==> src/rtl/risc_pkg.sv <==
// Shared register-file types: architectural widths and the retiring-result
// record carried through the write buffer.
package risc_pkg;

    localparam int XLEN   = 32;
    localparam int REG_AW = 5;

    typedef struct packed {
        logic [REG_AW-1:0] rd;
        logic [XLEN-1:0]   data;
    } wb_entry_t;

endpackage

==> src/rtl/regfile_wb_fifo.sv <==
// Circular buffer of pending register writes; exposes every slot in age order
// (index 0 = oldest) so the forwarding search can scan without pointer math.
module regfile_wb_fifo
    import risc_pkg::*;
#(
    parameter int DEPTH = 4
) (
    input  logic                   clk,
    input  logic                   rst,
    input  logic                   push,
    input  wb_entry_t              push_entry,
    input  logic                   pop,
    output wb_entry_t              head,
    output logic [$clog2(DEPTH):0] count,
    output wb_entry_t              ents [DEPTH],
    output logic [DEPTH-1:0]       vld
);

    localparam int PW = $clog2(DEPTH);
    localparam int CW = PW + 1;

    wb_entry_t     mem [DEPTH];
    logic [PW-1:0] wr_ptr;
    logic [PW-1:0] rd_ptr;

    always_ff @(posedge clk) begin
        if (rst) begin
            wr_ptr <= '0;
            rd_ptr <= '0;
            count  <= '0;
        end else begin
            if (push) wr_ptr <= wr_ptr + PW'(1);
            if (pop)  rd_ptr <= rd_ptr + PW'(1);
            case ({push, pop})
                2'b10:   count <= count + CW'(1);
                2'b01:   count <= count - CW'(1);
                default: count <= count;
            endcase
        end
    end

    // Storage is not reset: slots are only ever read while counted as valid.
    always_ff @(posedge clk) begin
        if (push) mem[wr_ptr] <= push_entry;
    end

    assign head = mem[rd_ptr];

    for (genvar g = 0; g < DEPTH; g++) begin : g_age
        assign ents[g] = mem[rd_ptr + PW'(g)];
        assign vld[g]  = (count > CW'(g));
    end

endmodule

==> src/rtl/regfile_wb_lookup.sv <==
// Priority search over pending writes: the output register is the oldest
// candidate, FIFO slots override it from oldest to youngest.
module regfile_wb_lookup
    import risc_pkg::*;
#(
    parameter int DEPTH = 4
) (
    input  logic [REG_AW-1:0] q,
    input  wb_entry_t         ents [DEPTH],
    input  logic [DEPTH-1:0]  vld,
    input  logic              out_we,
    input  wb_entry_t         out_entry,
    output logic              hit,
    output logic [XLEN-1:0]   data
);

    always_comb begin
        hit  = 1'b0;
        data = '0;
        if (q != '0) begin
            if (out_we && (out_entry.rd == q)) begin
                hit  = 1'b1;
                data = out_entry.data;
            end
            for (int i = 0; i < DEPTH; i++) begin
                if (vld[i] && (ents[i].rd == q)) begin
                    hit  = 1'b1;
                    data = ents[i].data;
                end
            end
        end
    end

endmodule

==> src/rtl/regfile_write_buffer.sv <==
// Write-side feeder for the register file: buffers retiring results and drains
// one write per cycle, with rs1/rs2 forwarding. Optional REGFILE_WB_BYPASS_EN.
module regfile_write_buffer
    import risc_pkg::*;
#(
    parameter int DEPTH = 4
) (
    input  logic              clk,
    input  logic              rst,
    input  logic              in_valid,
    output logic              in_ready,
    input  logic [REG_AW-1:0] in_rd,
    input  logic [XLEN-1:0]   in_data,
    output logic              rf_we,
    output logic [REG_AW-1:0] rf_addr,
    output logic [XLEN-1:0]   rf_wdata,
    input  logic [REG_AW-1:0] q_rs1,
    input  logic [REG_AW-1:0] q_rs2,
    output logic              fwd1_hit,
    output logic [XLEN-1:0]   fwd1_data,
    output logic              fwd2_hit,
    output logic [XLEN-1:0]   fwd2_data,
    output logic              wb_idle
);

    localparam int CW = $clog2(DEPTH) + 1;

    logic          take;
    logic          push;
    logic          pop;
    logic [CW-1:0] count;
    wb_entry_t     in_entry;
    wb_entry_t     head;
    wb_entry_t     rf_entry;
    wb_entry_t     ents [DEPTH];
    logic [DEPTH-1:0] vld;

    assign in_ready = !rst && (count != CW'(DEPTH));
    // Writes to x0 complete the handshake but are thrown away here.
    assign take     = in_valid && in_ready && (in_rd != '0);
    assign pop      = (count != '0);
    assign in_entry = '{rd: in_rd, data: in_data};

`ifdef REGFILE_WB_BYPASS_EN
    logic bypass;
    assign bypass = take && (count == '0);
    assign push   = take && !bypass;
`else
    assign push   = take;
`endif

    regfile_wb_fifo #(.DEPTH(DEPTH)) u_fifo (
        .clk        (clk),
        .rst        (rst),
        .push       (push),
        .push_entry (in_entry),
        .pop        (pop),
        .head       (head),
        .count      (count),
        .ents       (ents),
        .vld        (vld)
    );

    always_ff @(posedge clk) begin
        if (rst) begin
            rf_we    <= 1'b0;
            rf_addr  <= '0;
            rf_wdata <= '0;
        end else if (pop) begin
            rf_we    <= 1'b1;
            rf_addr  <= head.rd;
            rf_wdata <= head.data;
`ifdef REGFILE_WB_BYPASS_EN
        end else if (bypass) begin
            rf_we    <= 1'b1;
            rf_addr  <= in_rd;
            rf_wdata <= in_data;
`endif
        end else begin
            rf_we    <= 1'b0;
        end
    end

    assign rf_entry = '{rd: rf_addr, data: rf_wdata};

    regfile_wb_lookup #(.DEPTH(DEPTH)) u_look1 (
        .q         (q_rs1),
        .ents      (ents),
        .vld       (vld),
        .out_we    (rf_we),
        .out_entry (rf_entry),
        .hit       (fwd1_hit),
        .data      (fwd1_data)
    );

    regfile_wb_lookup #(.DEPTH(DEPTH)) u_look2 (
        .q         (q_rs2),
        .ents      (ents),
        .vld       (vld),
        .out_we    (rf_we),
        .out_entry (rf_entry),
        .hit       (fwd2_hit),
        .data      (fwd2_data)
    );

    assign wb_idle = (count == '0) && !rf_we;

endmodule
==> config.mk <==
export PLATFORM = sky130hd
export DESIGN_NAME = regfile_write_buffer
export DESIGN_NICKNAME = d
export VERILOG_FILES = /design/src/rtl/risc_pkg.sv /design/src/rtl/regfile_wb_fifo.sv /design/src/rtl/regfile_wb_lookup.sv /design/src/rtl/regfile_write_buffer.sv
export SDC_FILE = /design/constraint.sdc
export NUM_CORES = 1
export LEC_CHECK = 0
export CORE_MARGIN = 2
export CORE_UTILIZATION = 25
export CTS_BUF_LIST = sky130_fd_sc_hd__clkbuf_2 sky130_fd_sc_hd__clkbuf_4 sky130_fd_sc_hd__clkbuf_8
export CTS_CLUSTER_DIAMETER = 100
export CTS_CLUSTER_SIZE = 30
export DETAILED_ROUTE_END_ITERATION = 6
export SYNTH_ARGS = -nofsm -noshare
export SYNTH_HDL_FRONTEND = slang
export SYNTH_SLANG_ARGS = --single-unit
==> constraint.sdc <==
create_clock -name clk -period 3.05 [get_ports clk]
set_clock_uncertainty 0.15 [all_clocks]
set_input_delay 0.61 -clock clk [delete_from_list [all_inputs] [get_ports clk]]
set_output_delay 0.61 -clock clk [all_outputs]
set_load 0.05 [all_outputs]
## Yosys cells after proc, flatten, opt, wreduce, memory -nomap -nowiden

Memories as Yosys holds them, arrays and structs flattened. A register that Yosys moved wholly into a read port is not among the register bits.
Cells that the tools add are included.

- Memory bits (read-only): 0
- Register bits after elaboration: 45
- Output and inout bits: 106
- Bits in writable memories: 148
- Latch bits: 0
- Input port bits: 50
- Memories kept: 1
- Word-level logic and storage cells: 82

Memories:

| memory | words | width | read ports | clocked after memory_dff | write ports | line | text |
|---|---|---|---|---|---|---|---|
| u_fifo.mem | 4 | 37 | 4 | 1 | 1 | regfile_wb_fifo.sv:22 | `wb_entry_t mem [DEPTH];` |

- Multiplexer cells: 30
- Bitwise operators: 0
- Reduce and logical (&&, ||, !) cells: 22
- $mul: 0
- Order comparisons: 4
- Add/sub/neg operators: 6
- Div/mod/pow operators: 0
- Shifts and indexed selects: 0
- Eq/ne operators: 13

Operator list:

| kind | count |
|---|---|
| $mux 32 | 12 |
| $eq 5x5->1 | 10 |
| $mux 1 | 15 |
| $reduce_bool 5->1 | 3 |
| $logic_and 1x1->1 | 14 |
| $gt 3x1->1 const B | 2 |
| $gt 3x2->1 const B | 2 |
| $pmux 3 s2 | 1 |
| $add 2x1->2 const B | 2 |
| $add 2x2->2 const B | 2 |
| $mux 2 | 2 |
| $add 3x1->3 const B | 1 |
| $logic_not 3->1 | 1 |
| $ne 3x3->1 const B | 1 |
| $reduce_bool 3->1 | 1 |
| $sub 3x1->3 const B | 1 |
| $eq 2x1->1 const B | 1 |
| $eq 2x2->1 const B | 1 |
| $logic_not 1->1 | 2 |
| $reduce_bool 2->1 | 1 |

## Logic depth before layout (Yosys ltp)

Gate-level depths: netlist (run 1).

- Depth after elaboration: 8
- Gate-level depth with buffers: 12
- Depth with buffers taken out: 11

## Hierarchy

Synthesis (run 1) repeated with hierarchy kept, for this count alone.

- Cells, all modules: 1,224
- Area, all modules: 14,924.3 µm²

By module, submodules not included:

| module | times used | cells each | area an instance (µm²) | sequential area each (µm²) |
|---|---|---|---|---|
| regfile_wb_fifo | 1 | 423 | 8,858.5 | 4,624.4 |
| regfile_wb_lookup | 2 | 316 | 2,353.5 | 0.0 |
| regfile_write_buffer | 1 | 169 | 1,358.8 | 760.7 |

## Worst setup path before layout (run 1)

Ideal clock, no wire load.

- Kind: input to output
- From: in q_rs2[4]
- To: out fwd2_data[28]
- Arrival time: 3,372 ps
- Required time: 2,290 ps
- Cell stages on the path: 8
- Path buffers: 2
- Path slack: -1,082 ps
- Cells stage by stage: clkbuf_1 > xor2_1 > nor4_2 > nand2_1 > a21oi_4 > buf_2 > a221oi_1 > o31ai_1

- Longest elaborated chain between the ends: 8
- Elaborated cells between the ends (all ways): 17
- Those cells by class: eq/ne (5); mux (6); reduce/logical (6)

RTL lines:

| element | line | text |
|---|---|---|
| from (decl) | regfile_write_buffer.sv:18 | `input logic [REG_AW-1:0] q_rs2,` |
| $eq 5x5->1 | regfile_wb_lookup.sv:21 | `if (out_we && (out_entry.rd == q)) begin` |
| $logic_and 1x1->1 | regfile_wb_lookup.sv:21 |  |
| $mux 32 | regfile_wb_lookup.sv:21 |  |
| $mux 32 (4 in a row) | regfile_wb_lookup.sv:26 | `if (vld[i] && (ents[i].rd == q)) begin` |
| $mux 32 * | regfile_wb_lookup.sv:20 | `if (q != '0) begin` |
| to (decl) | regfile_write_buffer.sv:22 | `output logic [XLEN-1:0] fwd2_data,` |

Every way passes the cells marked *; elsewhere a longest branch is shown, timed or not.

## Worst setup path after layout (run 1)

- From: reg u_fifo.rd_ptr[0]
- To: out fwd1_data[25]

- Longest elaborated chain between the ends: 8
- Elaborated cells between the ends (all ways): 14
- Those cells by class: add/sub (3); eq/ne (3); mux (4); reduce/logical (3); memory (1)

RTL lines:

| element | line | text |
|---|---|---|
| from (decl) | regfile_wb_fifo.sv:24 | `logic [PW-1:0] rd_ptr;` |
| from (signal assigned) | regfile_wb_fifo.sv:33 | `if (pop) rd_ptr <= rd_ptr + PW'(1);` |
| $add 2x1->2 | regfile_wb_fifo.sv:50 | `assign ents[g] = mem[rd_ptr + PW'(g)];` |
| $mem_v2 4x37 * | - |  |
| $eq 5x5->1 | regfile_wb_lookup.sv:26 |  |
| $logic_and 1x1->1 | regfile_wb_lookup.sv:26 |  |
| $mux 32 (2 in a row) | regfile_wb_lookup.sv:26 |  |
| $mux 32 * | regfile_wb_lookup.sv:26 |  |
| $mux 32 * | regfile_wb_lookup.sv:20 |  |
| to (decl) | regfile_write_buffer.sv:20 | `output logic [XLEN-1:0] fwd1_data,` |

Marked as above.

==> flow_metrics.env, run 1 <==
export IMPL_slew_limit_headroom=0.494
export IMPL_vdd_drop_max_v=0.000347
export IMPL_syn_avg_cell_area_um2=13.0
export IMPL_critPathKind="reg2out"
export IMPL_critPathCaptureType="primary output"
export IMPL_place_area_mm2=0.0183
export IMPL_clk_path_buf_depth=2
export IMPL_h_tree_depth=4
export IMPL_p_per_area_mw_per_mm2=751
export IMPL_portBuffers=155
export IMPL_synth_edf_count=148
export IMPL_die_w_um=235
export IMPL_maxCapViolCount=0
export IMPL_status="finished with violations"
export IMPL_grt_ovfl_total=0
export IMPL_grt_pass1_vias=11100
export IMPL_slew_viol_final=0
export IMPL_cts_buffers=17
export IMPL_crit_chain="buf_12 -> mux4_2 -> xor2_2 -> nor4_4 -> and2_4 -> buf_12 -> clkbuf_16 -> a211oi_2 -> o31ai_4 -> buf_12"
export IMPL_period_share=1.32
export IMPL_grt_most_used_layer="met2"
export IMPL_use_met3=0.0284
export IMPL_firstDrtPassIters=5
export IMPL_max_stage_delay_ns=0.57
export IMPL_start_util=0.253
export IMPL_grt_setup_unrepaired="true"
export IMPL_grt_use_total=0.171
export IMPL_worst_path_max_delay_cell="mux4_2"
export IMPL_io_pins=156
export IMPL_leakage_nw=6.24
export IMPL_areaGrowthSynthToFinish_pct=46.7
export IMPL_rows=84
export IMPL_grt_max_degree=58
export IMPL_synth_seq_area_share=0.405
export IMPL_grtUsageMet2=0.298
export IMPL_cpMostUsedCell="buf_12"
export IMPL_root_buffer="clkbuf_8"
export IMPL_grt_pass1_wl_um=71400
export IMPL_routedWlPerCell_um=24.5
export IMPL_cts_sinks=195
export IMPL_ys_warn_count=0
export IMPL_wl_um=48000
export IMPL_core_area_mm2=0.0526
export IMPL_num_vias=10900
export IMPL_clock_latency_ns=0.52
export IMPL_cts_tree="built"
export IMPL_yosysUniqueCellTypes=55
export IMPL_violations="negative setup slack"
export IMPL_die_y_um=235
export IMPL_synth_top_flop_cell="edfxtp_1"
export IMPL_dp_hpwl_um=33300
export IMPL_crit_arrival_ns=3.28
export IMPL_fin_nets=1313
export IMPL_drive_gt1_frac=0.486
export IMPL_synth_cells=1021
export IMPL_async_reset_ff_frac=0
export IMPL_ys_ff_latch=195
export IMPL_die_area_mm2=0.0551
export IMPL_hold_buffers=0
export IMPL_critPathLaunchType="flip-flop"
export IMPL_setup_violations=66
export IMPL_syn_cell_area_mm2=0.0133
export IMPL_antenna_found_initial=6
export IMPL_fmax_mhz=248
export IMPL_hold_class="reg2reg"
export IMPL_avgViaCountPerCell=5.58
export IMPL_syn_num_nets=1082
export IMPL_ant_nets=0
export IMPL_grt_use_met1=0.213
export IMPL_crit_buf_inv=4
export IMPL_drc=0
export IMPL_required_ns=2.29
export IMPL_drt_first_iter_violations=880
export IMPL_fin_util=0.372
export IMPL_cts_clk_slew_worst_paths_ns=0.10
export IMPL_gp_congestion=0.837
export IMPL_tightest_slew_ns=0.759
export IMPL_hold_violations=0
export IMPL_critical_path_top_delay_family="simple AND/OR/NAND/NOR gates"
export IMPL_cp_max_fo=7
export IMPL_fin_ws_ns=-0.986
export IMPL_period_needed_ns=4.04
export IMPL_final_design_area_no_fill_mm2=0.0195
## cell usage after synthesis (all sizes together) (3+ instances only)
cell type  number  share of area
a211oi         33          0.019
a21oi          54          0.021
a221oi         32          0.021
a32oi          59          0.039
and2           13         0.0063
buf            63          0.035
clkbuf         46          0.013
dfxtp          47          0.071
edfxtp        148           0.33
ha             11          0.010
inv             7         0.0020
mux4          148           0.25
nand2          77          0.022
nand3           9         0.0038
nand4           5         0.0033
nor2           87          0.025
nor3           30          0.012
nor4            6         0.0047
o221ai          5         0.0047
o22ai           6         0.0028
o31ai          59          0.050
or3             3         0.0014
xnor2          33          0.024
xor2           22          0.014
## layer usage
layer	up-vias	routed length (µm)
met5	-	25
met4	4	1300
met3	77	2800
met2	480	24600
met1	5684	19200
li1	4671	-
## registers in the layout, summed over array words and instances (netlist names), named ones only
signal,flops
rf_we,1
u_fifo.rd_ptr,2
u_fifo.count,3
u_fifo.wr_ptr,2
rf_wdata,32
rf_addr,5
u_fifo.mem,148
## power by group
group	switching (mW)	leakage [nW]	total, mW	internal (mW)
Sequential	0.475	1.73	3.67	3.19
Combinational	5.16	4.31	9.30	4.14
Clock	1.00	0.192	1.71	0.713
## final timing paths
kind,startpoint,endpoint,slack [ns],cells past startpoint
max,u_fifo.rd_ptr[0],fwd1_data[25],-0.99,10
min,rf_wdata[4],rf_wdata[4],0.37,2
max reg2reg,u_fifo.count[0],u_fifo.count[2],0.66,10
min reg2reg,rf_wdata[4],rf_wdata[4],0.37,2
## final cells by class
cell class	count	area (µm²)
sequential	195	5400
clock buffer	21	277
clock inverter	11	103
inverter	7	26.3
multi-input combinational	710	8820
timing repair buffer	321	4030
antenna	5	12.5
fill	4922	33000
tap	688	861
## placed cells by master (no fill, tap or decap), drive strengths merged, types with 9 or more instances in the layout
cell           netlist  routed
and2                13      13
xnor2               33      33
dfxtp               47      47
o31ai               59      59
nand2               77      77
a221oi              32      32
nor3                30      30
nor2                87      87
buf                 63     232
a211oi              33      33
a21oi               54      54
clkdlybuf4s50        0      86
mux4               148     148
a32oi               59      59
clkbuf              46      24
nand3                9       9
inv                  7      11
edfxtp             148     148
ha                  11      11
xor2                22      22
## what timing repair did
item	4_1_cts	5_1_grt
cloned	0	3
pin swaps	21	15
setup endpoints to repair	66	66
gates resized for setup	86	15
setup buffers	19	1
## through the flow
stage	std cells	power [mW]	setup WS [ns]	hold WS [ns]	TNS (ns)
after CTS	1949	14.6	-0.974	0.373	-58.56
after global placement	1898	12.4	-0.854	0.334	-46.26
final	1958	14.7	-0.986	0.369	-58.90
after detailed placement	1898	12.5	-0.812	0.341	-45.28
after floorplan	1021	9.25	-0.327	0.364	-17.41
after global routing	1957	15.4	-1.07	0.401	-65.76
## worst min-delay path, stage by stage, from the launching register on
cell and delay [ns]:
dfxtp_1 0.36, nand2_1 0.07, a21oi_1 0.05
## cells by family (layout without fill, tap and decap cells)
group	after synthesis	count (layout)	share of synthesized area
mux	149	149	0.251
simple gates	241	241	0.0849
compound gates	254	254	0.160
fa+ha+maj	11	11	0.0103
flops	195	195	0.405
xor+xnor	55	55	0.0382
other cells	0	5	0
buf+inv	116	360	0.0500
No activity file was read; power rests on OpenSTA's default activity.
==> run 2, diff against run 1 <==
- CELL_PAD_IN_SITES_DETAIL_PLACEMENT: default -> 0
- CELL_PAD_IN_SITES_GLOBAL_PLACEMENT: default -> 1
- PLACE_DENSITY_LB_ADDON: default -> 0.1
==> run 2 against run 1 <==
Against the previous run: the run still ends with negative setup slack left; non-clock buffer count increased by 65; sequential power about the same; cell count increased by 3.2%; global-route usage increased by 2.5 points; count of clock-buffer cells in the layout decreased by 2; worst hold slack improved by 0.0050 ns; via count decreased by 0.63%; wire length increased by 14%.
==> flow_metrics.env, run 2 (synthesis gave the netlist of run 1 again) <==
export IMPL_fmax_mhz=247
export IMPL_hold_ws_ns=0.374
export IMPL_root_buffer="clkbuf_8"
export IMPL_wl_um=54700
export IMPL_portBuffers=155
export IMPL_crit_arrival_ns=3.29
export IMPL_slew_viol_final=0
export IMPL_start_util=0.253
export IMPL_grt_ovfl_total=0
export IMPL_largest_register="u_fifo.mem"
export IMPL_grt_most_used_layer="met2"
export IMPL_grt_max_degree=98
export IMPL_hp_start="rf_wdata[7]"
export IMPL_grt_use_met1=0.262
export IMPL_slew_limit_headroom=0.521
export IMPL_worstHoldPathCells=2
export IMPL_tightest_slew_ns=0.719
export IMPL_violations="negative setup slack"
export IMPL_ff2ff_path_depth=9
export IMPL_maxCapViolCount=0
export IMPL_cp_max_fo=8
export IMPL_period_share=1.33
export IMPL_io_pins=156
export IMPL_layout_common_cells="160 x buf_4, 148 x edfxtp_1, 147 x mux4_2"
export IMPL_critPathCaptureType="primary output"
export IMPL_hold_class="reg2reg"
export IMPL_fin_nets=1379
export IMPL_p_seq_frac=0.241
export IMPL_hold_buffers=0
export IMPL_rows=84
export IMPL_hold_violations=0
export IMPL_drc=0
export IMPL_worst_r2r_setup_slack_ns=0.70
export IMPL_dp_hpwl_um=36400
export IMPL_antenna_found_initial=0
export IMPL_vdd_drop_max_v=0.000400
export IMPL_die_y_um=235
export IMPL_pwr_share_clk=0.132
export IMPL_ant_nets=0
export IMPL_p_per_area_mw_per_mm2=756
export IMPL_cts_buffers=17
export IMPL_status="finished with violations"
export IMPL_grt_setup_unrepaired="true"
export IMPL_period_needed_ns=4.05
export IMPL_critPathKind="reg2out"
export IMPL_p_int_mw=8.38
export IMPL_drive_gt1_frac=0.533
export IMPL_grt_use_total=0.197
export IMPL_core_area_mm2=0.0526
export IMPL_p_switching_mw=6.84
export IMPL_cts_sinks=195
export IMPL_timing_rr_start="u_fifo.count[0]"
export IMPL_avgViaCountPerCell=5.37
export IMPL_setup_worst_path_start="u_fifo.rd_ptr[0]"
export IMPL_areaGrowthSynthToFinish_pct=51.2
export IMPL_largestRegisters="u_fifo.mem x148, rf_wdata x32, rf_addr x5"
export IMPL_h_tree_depth=4
export IMPL_grt_pass1_vias=11200
export IMPL_clock_latency_ns=0.57
export IMPL_critPathLaunchType="flip-flop"
export IMPL_largest_reg_flops=148
export IMPL_fin_util=0.383
export IMPL_die_area_mm2=0.0551
export IMPL_gp_congestion=0.770
export IMPL_grtUsageMet2=0.329
export IMPL_num_vias=10800
export IMPL_drt_first_iter_violations=722
export IMPL_use_met3=0.0335
export IMPL_cts_clk_slew_worst_paths_ns=0.10
export IMPL_p_comb_frac=0.627
export IMPL_required_ns=2.29
export IMPL_setup_violations=66
export IMPL_final_common_cell="buf_4"
export IMPL_routedWlPerCell_um=27.1
export IMPL_dp_slack_ns=-0.929
export IMPL_cts_tree="built"
export IMPL_clk_path_buf_depth=2
export IMPL_fin_ws_ns=-0.996
export IMPL_die_w_um=235
export IMPL_firstDrtPassIters=5
export IMPL_power_total_mw=15.2
export IMPL_grt_pass1_wl_um=78800
export IMPL_p_sw_frac=0.450
export IMPL_leakage_nw=6.60
run 2: final timing paths:
path | end
hold / removal | rf_wdata[7]
setup / recovery | fwd1_data[21]
setup reg to reg | u_fifo.mem[1][12]
hold reg to reg | rf_wdata[7]
run 2: metrics by stage:
stage | instances | area (µm²) | setup TNS [ns]
detailed placement | 1954 | 18300 | -53.48
floorplan | 1021 | 14400 | -17.41
global placement | 1954 | 18300 | -54.69
global route | 2019 | 20100 | -70.44
finish | 2020 | 20100 | -60.89
CTS | 2008 | 19700 | -66.54
run 2: cell type report:
type                    count  area (µm²)
well taps                 688         861
fillers                  4977       32400
repair buffers            386        4390
flip-flops and latches    195        5400
clock inverters            13         206
inverters                   7        26.3
clock buffers              19         249
diodes                      1        2.50
multi-input cells         711        8990
run 2: what timing repair did:
action	4_1_cts	5_1_grt
gates resized for setup	137	43
buffers inserted	25	8
setup endpoints to repair	67	66
pin swaps	36	42
gates cloned	6	3
endpoints found under the hold margin	0	0
run 2: critical path, cell delays in order (launching register included):
cell      delay (ns)
dfxtp_4         0.41
buf_12          0.13
mux4_2          0.56
xor2_2          0.19
nor4_4          0.32
and2_4          0.26
buf_12          0.17
buf_12          0.17
a221oi_4        0.05
o31ai_4         0.27
buf_6           0.19
run 2: power by group through the flow:
stage	Sequential (mW)	Clock [mW]	Combinational (mW)
finish	3.67	2.01	9.55
global route	3.72	2.18	10.1
CTS	3.67	2.11	9.42
detailed placement	3.73	0	8.80
global placement	3.73	0	8.79
floorplan	4.23	0	5.02
run 2: per-layer routing:
metal	part of all wire	up-vias
met4	0.018	0
met2	0.50	327
met5	0	-
met3	0.043	63
met1	0.44	5660
li1	-	4797
